### config.mk
export PLATFORM = sky130hd
export DESIGN_NAME = main_memory_controller_flat
export DESIGN_NICKNAME = d
export VERILOG_FILES = /design/src/rtl/main_memory_controller_if.sv /design/src/rtl/main_memory_controller.sv /design/src/flat_wrapper.sv
export SDC_FILE = /design/constraint.sdc
export NUM_CORES = 1
export LEC_CHECK = 0
export CORE_ASPECT_RATIO = 1.25
export CORE_MARGIN = 5
export CORE_UTILIZATION = 40
export DETAILED_ROUTE_END_ITERATION = 8
export HOLD_SLACK_MARGIN = 0.02
export PLACE_DENSITY = 0.67
export SLEW_MARGIN = 20
export SYNTH_ARGS = -nofsm -noshare
export SYNTH_HDL_FRONTEND = slang
export SYNTH_SLANG_ARGS = --single-unit
### constraint.sdc
create_clock -name clk -period 3.6 [get_ports clk]
set_input_delay 0.36 -clock clk [delete_from_list [all_inputs] [get_ports clk]]
set_output_delay 0.36 -clock clk [all_outputs]
set_load 0.1 [all_outputs]
### src/rtl/main_memory_controller_if.sv
// Request/response bus between the I/D requesters, the controller and the byte-wide RAM.
interface main_memory_controller_if #(
    parameter int unsigned ADDR_WIDTH = 17,
    parameter int unsigned LEN        = 32,
    parameter int unsigned BYTE_SIZE  = 8
);
    logic [1:0]            inst_vis_signal;
    logic [ADDR_WIDTH-1:0] inst_vis_addr;
    logic [1:0]            data_vis_signal;
    logic [ADDR_WIDTH-1:0] data_vis_addr;
    logic [1:0]            data_vis_size;
    logic [LEN-1:0]        data_wdata;
    logic [LEN-1:0]        mem_data;
    logic [1:0]            mem_status;
    logic [ADDR_WIDTH-1:0] ram_addr;
    logic                  ram_we;
    logic [BYTE_SIZE-1:0]  ram_wdata;
    logic [BYTE_SIZE-1:0]  ram_rdata;

    modport slave (
        input  inst_vis_signal, inst_vis_addr,
        input  data_vis_signal, data_vis_addr, data_vis_size, data_wdata,
        input  ram_rdata,
        output mem_data, mem_status, ram_addr, ram_we, ram_wdata
    );

    modport master (
        output inst_vis_signal, inst_vis_addr,
        output data_vis_signal, data_vis_addr, data_vis_size, data_wdata,
        output ram_rdata,
        input  mem_data, mem_status, ram_addr, ram_we, ram_wdata
    );
endinterface

### src/rtl/main_memory_controller.sv
// Serialises word/halfword/byte requests from the I- and D-side onto a byte-wide RAM,
// data side winning ties; reads are packed big-endian into mem_data.
module main_memory_controller #(
    parameter int unsigned ADDR_WIDTH = 17,
    parameter int unsigned LEN        = 32,
    parameter int unsigned BYTE_SIZE  = 8
) (
    input  logic clk,
    input  logic rst_n,
    main_memory_controller_if.slave bus
);
    localparam int unsigned WORD_BYTES = LEN / BYTE_SIZE;
    localparam int unsigned CNT_W      = $clog2(WORD_BYTES + 1);

    localparam logic [1:0] SIG_READ    = 2'b01;
    localparam logic [1:0] SIG_WRITE   = 2'b10;
    localparam logic [1:0] ST_RESTING  = 2'b00;
    localparam logic [1:0] ST_INST     = 2'b01;
    localparam logic [1:0] ST_BUSY     = 2'b10;
    localparam logic [1:0] ST_DATA_FIN = 2'b11;

    typedef enum logic [2:0] {IDLE, INST_RD, DATA_RD, DATA_WR, DONE} state_t;

    state_t                state, state_d;
    logic [CNT_W-1:0]      cnt, cnt_d;
    logic [CNT_W-1:0]      nbytes, nbytes_d;
    logic [LEN-1:0]        rbuf, rbuf_d, rbuf_fill;
    logic [LEN-1:0]        wbuf, wbuf_d;
    logic [LEN-1:0]        mem_data_d;
    logic [1:0]            status_d;
    logic [ADDR_WIDTH-1:0] addr_d;
    logic                  we_d;
    logic [BYTE_SIZE-1:0]  wdata_d;

    // State and registered outputs
    always_ff @(posedge clk or negedge rst_n) begin
        if (!rst_n) begin
            state          <= IDLE;
            cnt            <= '0;
            nbytes         <= '0;
            rbuf           <= '0;
            wbuf           <= '0;
            bus.mem_data   <= '0;
            bus.mem_status <= ST_RESTING;
            bus.ram_addr   <= '0;
            bus.ram_we     <= 1'b0;
            bus.ram_wdata  <= '0;
        end else begin
            state          <= state_d;
            cnt            <= cnt_d;
            nbytes         <= nbytes_d;
            rbuf           <= rbuf_d;
            wbuf           <= wbuf_d;
            bus.mem_data   <= mem_data_d;
            bus.mem_status <= status_d;
            bus.ram_addr   <= addr_d;
            bus.ram_we     <= we_d;
            bus.ram_wdata  <= wdata_d;
        end
    end

    // cnt = bytes addressed so far; the byte for address cnt-1 is on ram_rdata now
    always_comb begin
        state_d    = state;
        cnt_d      = cnt;
        nbytes_d   = nbytes;
        rbuf_d     = rbuf;
        wbuf_d     = wbuf;
        mem_data_d = bus.mem_data;
        status_d   = bus.mem_status;
        addr_d     = bus.ram_addr;
        we_d       = 1'b0;
        wdata_d    = '0;
        rbuf_fill  = rbuf | (LEN'(bus.ram_rdata) << (LEN - BYTE_SIZE * 32'(cnt)));

        case (state)
            IDLE: begin
                status_d = ST_RESTING;
                cnt_d    = '0;
                if (bus.data_vis_signal == SIG_READ || bus.data_vis_signal == SIG_WRITE) begin
                    status_d = ST_BUSY;
                    cnt_d    = CNT_W'(1);
                    addr_d   = bus.data_vis_addr;
                    rbuf_d   = '0;
                    nbytes_d = (bus.data_vis_size == 2'b00) ? CNT_W'(1) :
                               (bus.data_vis_size == 2'b01) ? CNT_W'(2) : CNT_W'(WORD_BYTES);
                    if (bus.data_vis_signal == SIG_WRITE) begin
                        we_d    = 1'b1;
                        wdata_d = bus.data_wdata[LEN-1 -: BYTE_SIZE];
                        wbuf_d  = bus.data_wdata << BYTE_SIZE;
                        state_d = DATA_WR;
                    end else begin
                        state_d = DATA_RD;
                    end
                end else if (bus.inst_vis_signal == SIG_READ) begin
                    status_d = ST_BUSY;
                    cnt_d    = CNT_W'(1);
                    addr_d   = bus.inst_vis_addr;
                    rbuf_d   = '0;
                    nbytes_d = CNT_W'(WORD_BYTES);
                    state_d  = INST_RD;
                end
            end
            INST_RD, DATA_RD: begin
                if (cnt == nbytes) begin
                    mem_data_d = rbuf_fill;
                    status_d   = (state == INST_RD) ? ST_INST : ST_DATA_FIN;
                    state_d    = DONE;
                end else begin
                    rbuf_d = rbuf_fill;
                    addr_d = bus.ram_addr + ADDR_WIDTH'(1);
                    cnt_d  = cnt + CNT_W'(1);
                end
            end
            DATA_WR: begin
                if (cnt == nbytes) begin
                    status_d = ST_DATA_FIN;
                    state_d  = DONE;
                end else begin
                    we_d    = 1'b1;
                    wdata_d = wbuf[LEN-1 -: BYTE_SIZE];
                    wbuf_d  = wbuf << BYTE_SIZE;
                    addr_d  = bus.ram_addr + ADDR_WIDTH'(1);
                    cnt_d   = cnt + CNT_W'(1);
                end
            end
            DONE: begin
                status_d = ST_RESTING;
                cnt_d    = '0;
                state_d  = IDLE;
            end
            default: begin
                state_d = IDLE;
            end
        endcase
    end
endmodule

### src/flat_wrapper.sv
// flat-port wrapper written by rule: the top's interface ports become plain ports
module main_memory_controller_flat 
#(
    parameter int unsigned ADDR_WIDTH = 17,
    parameter int unsigned LEN        = 32,
    parameter int unsigned BYTE_SIZE  = 8
)
  (clk, rst_n, bus_inst_vis_signal, bus_inst_vis_addr, bus_data_vis_signal, bus_data_vis_addr, bus_data_vis_size, bus_data_wdata, bus_ram_rdata, bus_mem_data, bus_mem_status, bus_ram_addr, bus_ram_we, bus_ram_wdata);
  main_memory_controller_if #(.ADDR_WIDTH(ADDR_WIDTH), .LEN(LEN), .BYTE_SIZE(BYTE_SIZE)) bus_i ();
  input  logic clk;
  input  logic rst_n;
  input wire logic [$bits(bus_i.inst_vis_signal)-1:0] bus_inst_vis_signal;
  input wire logic [$bits(bus_i.inst_vis_addr)-1:0] bus_inst_vis_addr;
  input wire logic [$bits(bus_i.data_vis_signal)-1:0] bus_data_vis_signal;
  input wire logic [$bits(bus_i.data_vis_addr)-1:0] bus_data_vis_addr;
  input wire logic [$bits(bus_i.data_vis_size)-1:0] bus_data_vis_size;
  input wire logic [$bits(bus_i.data_wdata)-1:0] bus_data_wdata;
  input wire logic [$bits(bus_i.ram_rdata)-1:0] bus_ram_rdata;
  output wire logic [$bits(bus_i.mem_data)-1:0] bus_mem_data;
  output wire logic [$bits(bus_i.mem_status)-1:0] bus_mem_status;
  output wire logic [$bits(bus_i.ram_addr)-1:0] bus_ram_addr;
  output wire logic [$bits(bus_i.ram_we)-1:0] bus_ram_we;
  output wire logic [$bits(bus_i.ram_wdata)-1:0] bus_ram_wdata;
  assign bus_i.inst_vis_signal = bus_inst_vis_signal;
  assign bus_i.inst_vis_addr = bus_inst_vis_addr;
  assign bus_i.data_vis_signal = bus_data_vis_signal;
  assign bus_i.data_vis_addr = bus_data_vis_addr;
  assign bus_i.data_vis_size = bus_data_vis_size;
  assign bus_i.data_wdata = bus_data_wdata;
  assign bus_i.ram_rdata = bus_ram_rdata;
  assign bus_mem_data = bus_i.mem_data;
  assign bus_mem_status = bus_i.mem_status;
  assign bus_ram_addr = bus_i.ram_addr;
  assign bus_ram_we = bus_i.ram_we;
  assign bus_ram_wdata = bus_i.ram_wdata;
  main_memory_controller #(.ADDR_WIDTH(ADDR_WIDTH), .LEN(LEN), .BYTE_SIZE(BYTE_SIZE)) u_core (.clk(clk), .rst_n(rst_n), .bus(bus_i));
endmodule
Word-level counts from Yosys, hierarchy flattened. Cells that the tools add are included.

Mux-type cells: 39. Equal/unequal tests: 18. Add/subtract/negate cells: 3. Bitwise logic cells: 1. Reduce and logical (&&, ||, !) cells: 19. Shifts and indexed selects: 1.

Operators with widths (number): $mux W32 (6); $pmux W32 S2 (2); $mux W17 (3); $pmux W17 S2 (1); $or A32 B32 Y32 (1); $shl A8 B32 Y32 (1); $mux W3 (9); $mux W8 (3); $add A17 B1 Y17 const B (1); $pmux W8 S2 (1); $mux W2 (5); $ne A2 B1 Y1 const B (5); $pmux W3 S3 (1); $reduce_and A3 Y1 (3); $pmux W2 S4 (1); $reduce_and A2 Y1 (4); $reduce_bool A2 Y1 (4); $sub A6 B6 Y7 const A (1); $eq A2 B1 Y1 const B (3); $eq A3 B2 Y1 const B (2); $ne A2 B2 Y1 const B (3); $pmux W3 S2 (1); $mux W1 (5); $reduce_and A4 Y1 (1); other kinds (14) (14).

Input port bits: 82. Flip-flop bits (word level): 133. Output and inout port bits: 60. Logic and storage cells: 91.

Depth between registers and ports, before layout. Gate-level depths: netlist (run 1).

Depth after elaboration: 5. Depth in mapped cells: 10. Mapped depth without buffers: 7.

Worst setup path after synthesis (run 1). No wires, ideal clock.

Path type: flip-flop to flip-flop. Start: reg u_core.bus.ram_addr[0]. End: reg u_core.bus.ram_addr[16]. Library setup time: 0.080 ns. Stages on the path, launching flop included: 7. Arrival: 2.252 ns. Clock period less this slack: 2.332 ns. Data required time: 3.520 ns. Path buffers: 0. Setup slack: 1.268 ns. Path through: dfrtp_1 > ha_1 > nand3_1 > nor4_2 > nand3_1 > a21oi_1 > a2bb2oi_1.

Word-level cells in the longest chain between the ends: 3.

Ends and longest elaborated chain: start, declared (line main_memory_controller_if.sv:24) `output mem_data, mem_status, ram_addr, ram_we, ram_wdata`; start signal, assigned (line main_memory_controller.sv:56) `bus.ram_addr <= addr_d;`; $add A17 B1 Y17 (line main_memory_controller.sv:111, main_memory_controller.sv:123); $mux W17 (line main_memory_controller.sv:105, main_memory_controller.sv:116); $pmux W17 S2 (line main_memory_controller.sv:76) `case (state)`.

No other way between the ends. The select of a mux whose other input is x is not followed. A chain may end at the register's enable or synchronous reset.

Worst setup path in the final report (run 1).
Start: reg u_core.state[1]. End: reg u_core.bus.ram_addr[7].

Word-level cells in the longest chain between the ends: 4. Elaborated cells between the ends (all ways): 10. Classes of those cells: 5 x eq/ne; 1 x mux; 4 x reduce/logical.

Ends and longest elaborated chain: start, declared (line main_memory_controller.sv:24) `state_t state, state_d;`; start signal, assigned (line main_memory_controller.sv:49) `state <= state_d;`; $eq A3 B2 Y1 / $eq A3 B1 Y1 (equally long branches) (line main_memory_controller.sv:76); $reduce_or A3 Y1 (no line); $ne A2 B2 Y1 (no line) / $reduce_bool A2 Y1 (equally long branches); $reduce_and A3 Y1 (no line).

Several ways; a longest one is shown, not always the timed one.

==> impl.org, run 1 <==
** Floorplan
- The floorplan has 50 rows.
- Die ar. :: 0.01749 sq mm
- DIE HEIGHT :: between 100 and 150 microns
- The core region is roughly 0.015 sq mm.
- Pin placement for this block handled 142 I/O pins.
- The die is 119.3 microns wide.
- The initial utilization of the core area, before any placement, comes to 0.4027.

** Synth
- Summing every instance area after synthesis gives about 0.006 sq mm.
- Of the synthesized area, sequential elements account for 0.5239.
- Mapped Nets :: between 600 and 700
- Post-synthesis cell type with the largest combined area :: dfrtp_1
- Number of cells produced by synthesis :: 585
- Fraction of registers with async set or reset after synthesis :: 1.000
- The Yosys step of the flow raised 0 warnings.
- Top cells by area, synth :: dfrtp_1 (52%), a21oi_1 (6.7%), mux2i_1 (4.7%), o21ai_2 (4.1%), nand2_1 (3.8%)
- Average instance area after synthesis :: 10.21 sq um
- Counting flops and latches in the post-synthesis netlist gives 125.
- Of the post-synthesis cell area, the dominant cell type holds 0.5239.
- Yosys cell types :: 55
- In the synthesized netlist the dominant register cell turns out to be dfrtp_1.
- In this run, synthesis inferred 0 flip-flops with an integrated enable.

** Worst setup path
- Walking the worst path, the cells encountered are nor2_1, nor2_2, buf_4, a21o_1, o21ai_0, a22o_1.
- Critical Setup Path Class :: flip-flop to flip-flop
- At the worst endpoint, the required time is 3.91 ns.
- On the worst path, the slowest cell contributes a delay of 0.60 ns.
- Data on the critical path arrives at its endpoint at 2.89 ns.
- Crit path max fanout :: 19
- Startpoint type of the worst setup path :: flip-flop
- Family with the most delay on the worst path :: compound AO/OA/AOI/OAI gates
- For this design, the slowest cell found on the critical path is nor2_2.
- Together, buffers and inverters on the worst path number 1.
- CP endpoint kind :: flip-flop

** Layout
- Most common library cell in the layout ignoring fill and taps :: clkdlybuf4s50_1
- Most used cells in the layout excluding fill and tap cells :: clkdlybuf4s50_1 (140), dfrtp_1 (125), a21oi_1 (80)
- Final nets :: 796
- The filler cells instantiated in the layout total 1,336.
- Measured on the finished design, the core utilization comes to 0.5412.
- Of the cells placed in the final design, the portion with a size suffix greater than 1 is 0.1205.
- The finished layout holds 904 standard cells, fillers aside.
- Synth-to-Final Area Change :: 34.39%
- 0 antenna diodes ended up in the layout.

** Flow run
- Number of maximum-capacitance violations :: 0

** Global route
- For this run, the total global-route usage over all layers was measured as 0.1768.
- The first global-routing pass estimated around 25,000 microns of wire.
- Number of global-route vias before repair :: 4,930
- Initial antenna violation count :: 0
- Summed over all layers, the global routing overflow is 0.
- Entering global routing, the biggest net connects 81 pins.

** Timing
- For this run, the top clock speed supported by timing is 386.7 MHz.
- Hold Violations, Final :: 0
- Setup violations remaining at the end of the flow were counted as 0.
- In the final timing run, aggregate negative setup slack is 0 ns.
- The routed design could run at a clock period as short as 2.586 ns.
- The max-slew violation total from the final report is 0.
- Headroom to the max-slew limit came out at 0.3190.
- Transition at the pin with the smallest max-transition slack :: 1.018 ns
- For the final database, setup skew stands at 0.007164 ns.
- Of the available clock period, the critical path in the final layout requires 0.7183.
- Unrepaired setup endpoints after global routing :: no

** Drt
- Via density per instance :: between 5 and 6
- In the routed design, unresolved DRC markers number 0.
- Once detail routing completed, the nets flagged for antenna violations numbered 0.
- WL/cell :: around 17 microns
- Wire length reported by the detailed router :: 15,030 microns
- The final route contains ~4,800 vias.
- Length of the first detailed-routing pass in iterations :: 5
- In this run, the number of DRC markers left after iteration 0 of detailed routing was 314.

** Run status
- The run finished with clean final reports.

** Placed design
- Routability Congestion :: 0.8001
- Number of placed instances with taps included :: just under 900
- Input and output buffers added on the ports amount to 141.
- Sum of net half-perimeters after detailed placement :: 10,780 microns

** Clock tree
- Once the clock tree was built, the resizer swapped 0 gates to a different size.
- Clock sink count :: 125
- Root buffer selected by CTS :: clkbuf_16
- Counting along the longest clock path gives a buffer depth of 2.
- Number of buffers added to fix hold violations after cts :: 1
- The H-tree was split into 4 levels.
- Total clock buffers created by CTS :: 17
- The clock reaches the later pin of the worst-skew pair after 0.42 ns.
- Post-CTS timing repair inserted 0 buffers for setup.
- After clock tree synthesis, the clock-pin slew on the worst setup and hold paths is 0.06 ns.
- TritonCTS built the clock tree.

** Min path
- The min-delay analysis places its worst path in the category flip-flop to flip-flop.
[area by class of cell]
class | count | area [sq um] | share of cell area
Inverter | 7 | 26.28 | 0.003275
Clock buffer | 18 | 429.2 | 0.05349
Tap cell | 182 | 227.7 | 0.02838
Sequential cell | 125 | 3128 | 0.3898
Timing Repair Buffer | 150 | 1491 | 0.1859
Multi-Input combinational cell | 408 | 2537 | 0.3162
Clock inverter | 14 | 183.9 | 0.02292
[worst register-to-register path: cells and delay by family, from the launching register on]
family	cells	cell delay, ns
buffers and inverters	1	0.32
and+or+nand+nor	2	0.79
DFF	1	0.55
AOI/OAI and AO/OA	3	0.82
[flip-flops by register name, indices dropped and copies added (netlist names)]
signal and cells:
u_core.cnt 3, u_core.bus.ram_we 1, u_core.nbytes 3, u_core.bus.ram_wdata 8, u_core.bus.ram_addr 17, u_core.rbuf 32
u_core.bus.mem_status 2, u_core.bus.mem_data 32, u_core.wbuf 24, u_core.state 3
[Yosys cell counts, types with 9 or more instances]
cell,count
a21oi_1,80
a22o_1,20
buf_2,25
buf_6,9
dfrtp_1,125
mux2i_1,28
nand2_1,60
nand3_1,9
nor2_1,56
o21ai_0,13
o21ai_1,20
o21ai_2,28
[final timing paths]
| check | startpoint | endpoint | slack, ns | depth (start not counted) |
|---|---|---|---|---|
| max | u_core.state[1] | u_core.bus.ram_addr[7] | 1.01 | 6 |
| min | u_core.bus.mem_data[26] | u_core.bus.mem_data[26] | 0.47 | 2 |
| max reg2reg | u_core.state[1] | u_core.bus.ram_addr[7] | 1.01 | 6 |
| min reg2reg | u_core.bus.mem_data[26] | u_core.bus.mem_data[26] | 0.47 | 2 |
| max in group asynchronous | rst_n | u_core.bus.ram_addr[4] | 2.29 | 3 |
| min in group asynchronous | rst_n | u_core.bus.mem_data[5] | 0.50 | 2 |
[kinds of logic after synthesis]
| logic type | share of synthesized area |
|---|---|
| buffers and inverters | 0.05176 |
| xor gates and xnor gates | 0.01425 |
| AOI/OAI and AO/OA | 0.2169 |
| muxes | 0.05260 |
| DFF | 0.5239 |
| adders and majority gates | 0.01048 |
| and+or+nand+nor | 0.1301 |
[stage by stage]
step / worst slack (ns) / instance area (sq um) / hold WS [ns]
4_1_cts: 1.054 / 8024 / 0.4773
6_report: 1.014 / 8024 / 0.4726
2_1_floorplan: 1.268 / 5971 / 0.06441
3_5_place_dp: 0.8379 / 7401 / 0.4058
5_1_grt: 0.8095 / 8024 / 0.5034
3_3_place_gp: 0.9733 / 7401 / 0.3932
[routing by layer]
metal	share of wire	global-route usage
met1	0.43	0.2293
met2	0.49	0.2900
met3	0.058	0.04843
met4	0.016	0.05101
met5	0	0
Power of run 1 is not shown: default switching activity piles up to over one toggle a cycle in this logic, so the estimate is an artifact.
==> inputs of run 2 (changes only) <==
==> constraint.sdc (replaced) <==
create_clock -name clk -period 2.5 [get_ports clk]
set_input_delay 0.25 -clock clk [delete_from_list [all_inputs] [get_ports clk]]
set_output_delay 0.25 -clock clk [all_outputs]
set_load 0.1 [all_outputs]
==> impl.org, run 2 (synthesis results as in run 1) <==
** Drt
- The total detailed-routing wirelength came to 14,780 microns (-1.7%).
- The post-detailed-route via-to-cell ratio came to 5.219 (-1.3%).
- WL/cell :: 16.19 microns (-2.7%)
- The number of design-rule violations left by the first detailed-router iteration is 248 (-21%).
- The detailed-route via count was 4,765 (-0.36%).
- The detailed-router iteration count before antenna repair is 5 (unchanged).
- # DRC :: 0 (unchanged)
- The number of nets still failing antenna checks after routing is 0 (unchanged).

** Clock tree
- Post-CTS Setup Repair Bufs :: 0 (unchanged)
- Clock sink count :: 125 (unchanged)
- Root buffer selected by CTS :: clkbuf_16
- Clock network latency to the later pin of the worst-skew pair :: 0.41 ns (about the same)
- The number of cells upsized or downsized after cts is 0 (unchanged).
- The number of hold buffers added after cts came to 1 (unchanged).
- The number of buffers on the longest clock path was 2 (unchanged).
- The clock-pin slew of the registers on the worst-case setup and hold paths was 0.06 ns (about the same).
- Total clock buffers created by CTS :: 17 (unchanged)
- The number of H-tree branching levels was 4 (unchanged).
- TritonCTS built the clock tree.

** Global route
- The number of global-route vias before repair was 4,926 (-0.081%).
- The number of antenna violations at the first check in global routing was 0 (unchanged).
- The total congestion overflow after global routing is 0 (unchanged).
- The first-pass GRT wire length was 24,780 microns (-1.5%).
- Combined global-route utilization of all metal layers :: 0.1730 (-0.003732)
- The pin count of the biggest net entering global routing came to 65 (-20%).

** Layout
- The library cell used most frequently in the layout, excluding fill and tap cells, is dfrtp_1.
- The final net count was 805 (+1.1%).
- Sequential standard cell area :: 0.003128 sq mm (unchanged)
- Synth-to-Final Area Change :: 34.01%
- The ratio of cells with drive above 1 in the final layout came to 0.2148 (+0.09428).
- Antenna diode count :: 0 (unchanged)
- The largest registers in the layout are u_core.bus.mem_data x32, u_core.rbuf x32, u_core.wbuf x24.
- The multi-input combinational cell area is 0.002537 sq mm (unchanged).
- Layout fillers :: 1,334 (-0.15%)
- In the layout the commonest cells are dfrtp_1 (125), a21oi_1 (80), clkdlybuf4s50_1 (80).
- Number of non-filler instances in the completed layout :: 913 (+1.0%)

** Floorplan
- Core area :: 0.01483 sq mm (unchanged)
- The total number of placement rows was 50 (unchanged).
- The vertical die dimension is 146.6 microns (unchanged).
- Starting density of the core :: 0.4027 (unchanged)
- I/O Pins :: 142 (unchanged)
- Width of the chip :: 119.3 microns (unchanged)
- The die footprint is 0.01749 sq mm (unchanged).

** Worst setup path
- STA classifies the critical path endpoint as a flip-flop.
- The largest stage delay on the critical path was 0.81 ns (+0.21 ns).
- Startpoint of the worst setup timing path :: u_core.cnt[0]
- The endpoint required time on the critical path came to 2.83 ns (-1.08 ns).
- Data arrival at the endpoint of the critical path :: 2.49 ns (-0.40 ns)
- The number of cells on the worst reg-to-reg path was 5 (-1).
- Register-to-Register Setup Slack :: 0.34 ns (-0.68 ns)
- Startpoint type of the worst setup path :: flip-flop
- The maximum net fanout on the critical path is 8 (-11).
- The endpoint identified for the worst register-to-register timing path is u_core.bus.mem_data[6].
- The critical path ends at u_core.bus.mem_data[6].
- Startpoint of the worst register-to-register path :: u_core.cnt[0]
- Critical path's slowest cell :: nor3_1
- Traced cell by cell, the critical path runs through inv_1, ha_1, nor3_1, a21oi_1, o21ai_2.
- Critical Setup Path Class :: flip-flop to flip-flop

** Timing
- The max-slew violation total from the final report is 0 (unchanged).
- The worst relative slew slack is 0.3572 (+0.03826).
- The minimum clock period after layout was 2.164 ns (-0.4212 ns).
- The setup violation total in the final timing report was 0 (unchanged).
- The final worst hold slack came to 0.4185 ns (-0.05404 ns).
- Worst clock skew on the final layout :: 0.01360 ns (+0.006440 ns)
- Setup repair after global routing left no endpoint under its margin.
- Hold Violations, Final :: 0 (unchanged)
- The timing-limited maximum frequency came to 462.0 MHz (+19%).
- Transition at the pin with the smallest max-transition slack :: 0.9568 ns (-0.06157 ns)
- The final period utilization came to 0.8658 (+0.1475).
- Setup tns final :: 0 ns (unchanged)

** Flow run
- The max-cap violation count was 0 (unchanged).

** Placed design
- Buffers added on ports :: 141 (unchanged)
- The final weighted congestion in routability-driven placement came to 0.8362 (+4.5%).
- Number of placed instances with taps included :: 880 (+1.0%)
- The half-perimeter wire length after placement was 10,660 microns (-1.2%).

** Min path
- The tightest min-delay check is of the primary input to asynchronous set/reset pin type.

** Run status
- The flow ran to the end, and the final reports show no timing, DRC or antenna violations.
[run 2: changes by cell type in the layout (fill, tap and decap cells not counted), sizes merged]
cell,before,now
clkbuf,18,20
buf,9,78
clkinv,5,4
bufinv,3,4
inv,12,10
clkdlybuf4s50,140,80
[run 2: worst min path at each step]
stage                 startpoint  slack [ns]  depth (start not counted)                     end
5_1_grt        bus_data_wdata[4]        0.45                          2         u_core.wbuf[12]
6_report                   rst_n        0.42                          2  u_core.bus.mem_data[9]
2_1_floorplan              rst_n       -0.05                          0  u_core.bus.mem_data[0]
4_1_cts        bus_data_wdata[4]        0.43                          2         u_core.wbuf[12]
3_3_place_gp               rst_n        0.31                          1  u_core.bus.mem_data[9]
3_5_place_dp               rst_n        0.32                          1  u_core.bus.mem_data[9]
[run 2: area by class of cell]
cell class | count | area share
timing repair buffer | 159 | 0.1792
tap | 182 | 0.02846
multi-input combinational | 408 | 0.3171
inverter | 7 | 0.003284
sequential | 125 | 0.3909
clock buffer | 20 | 0.05833
clock inverter | 12 | 0.02267
[run 2: through the flow]
| step | worst slack, ns | instance area [sq um] | utilization |
|---|---|---|---|
| floorplan | 0.1683 | 5971 | - |
| global placement | 0.2528 | 7343 | 0.4953 |
| detailed placement | 0.1670 | 7343 | 0.4953 |
| CTS | 0.3322 | 8001 | 0.5397 |
| global route | 0.1474 | 8001 | 0.5397 |
| finish | 0.3355 | 8001 | 0.5397 |
[run 2: metal layers]
metal  track usage  vias to the layer above  part of all wire
met5             0                        -                 0
met1        0.2262                     2266              0.45
li1              -                     2349                 -
met3       0.04766                       13             0.057
met2        0.2837                      137              0.49
met4       0.04580                        0            0.0067
[run 2: worst max-delay path, delay by kind of cell, from the launching register on]
kind | cells | cell delay [ns]
simple gates | 1 | 0.81
flops | 1 | 0.43
fa+ha+maj | 1 | 0.42
compound gates | 2 | 0.35
buf+inv | 1 | 0.08
Power of run 2 is left out for the same reason.
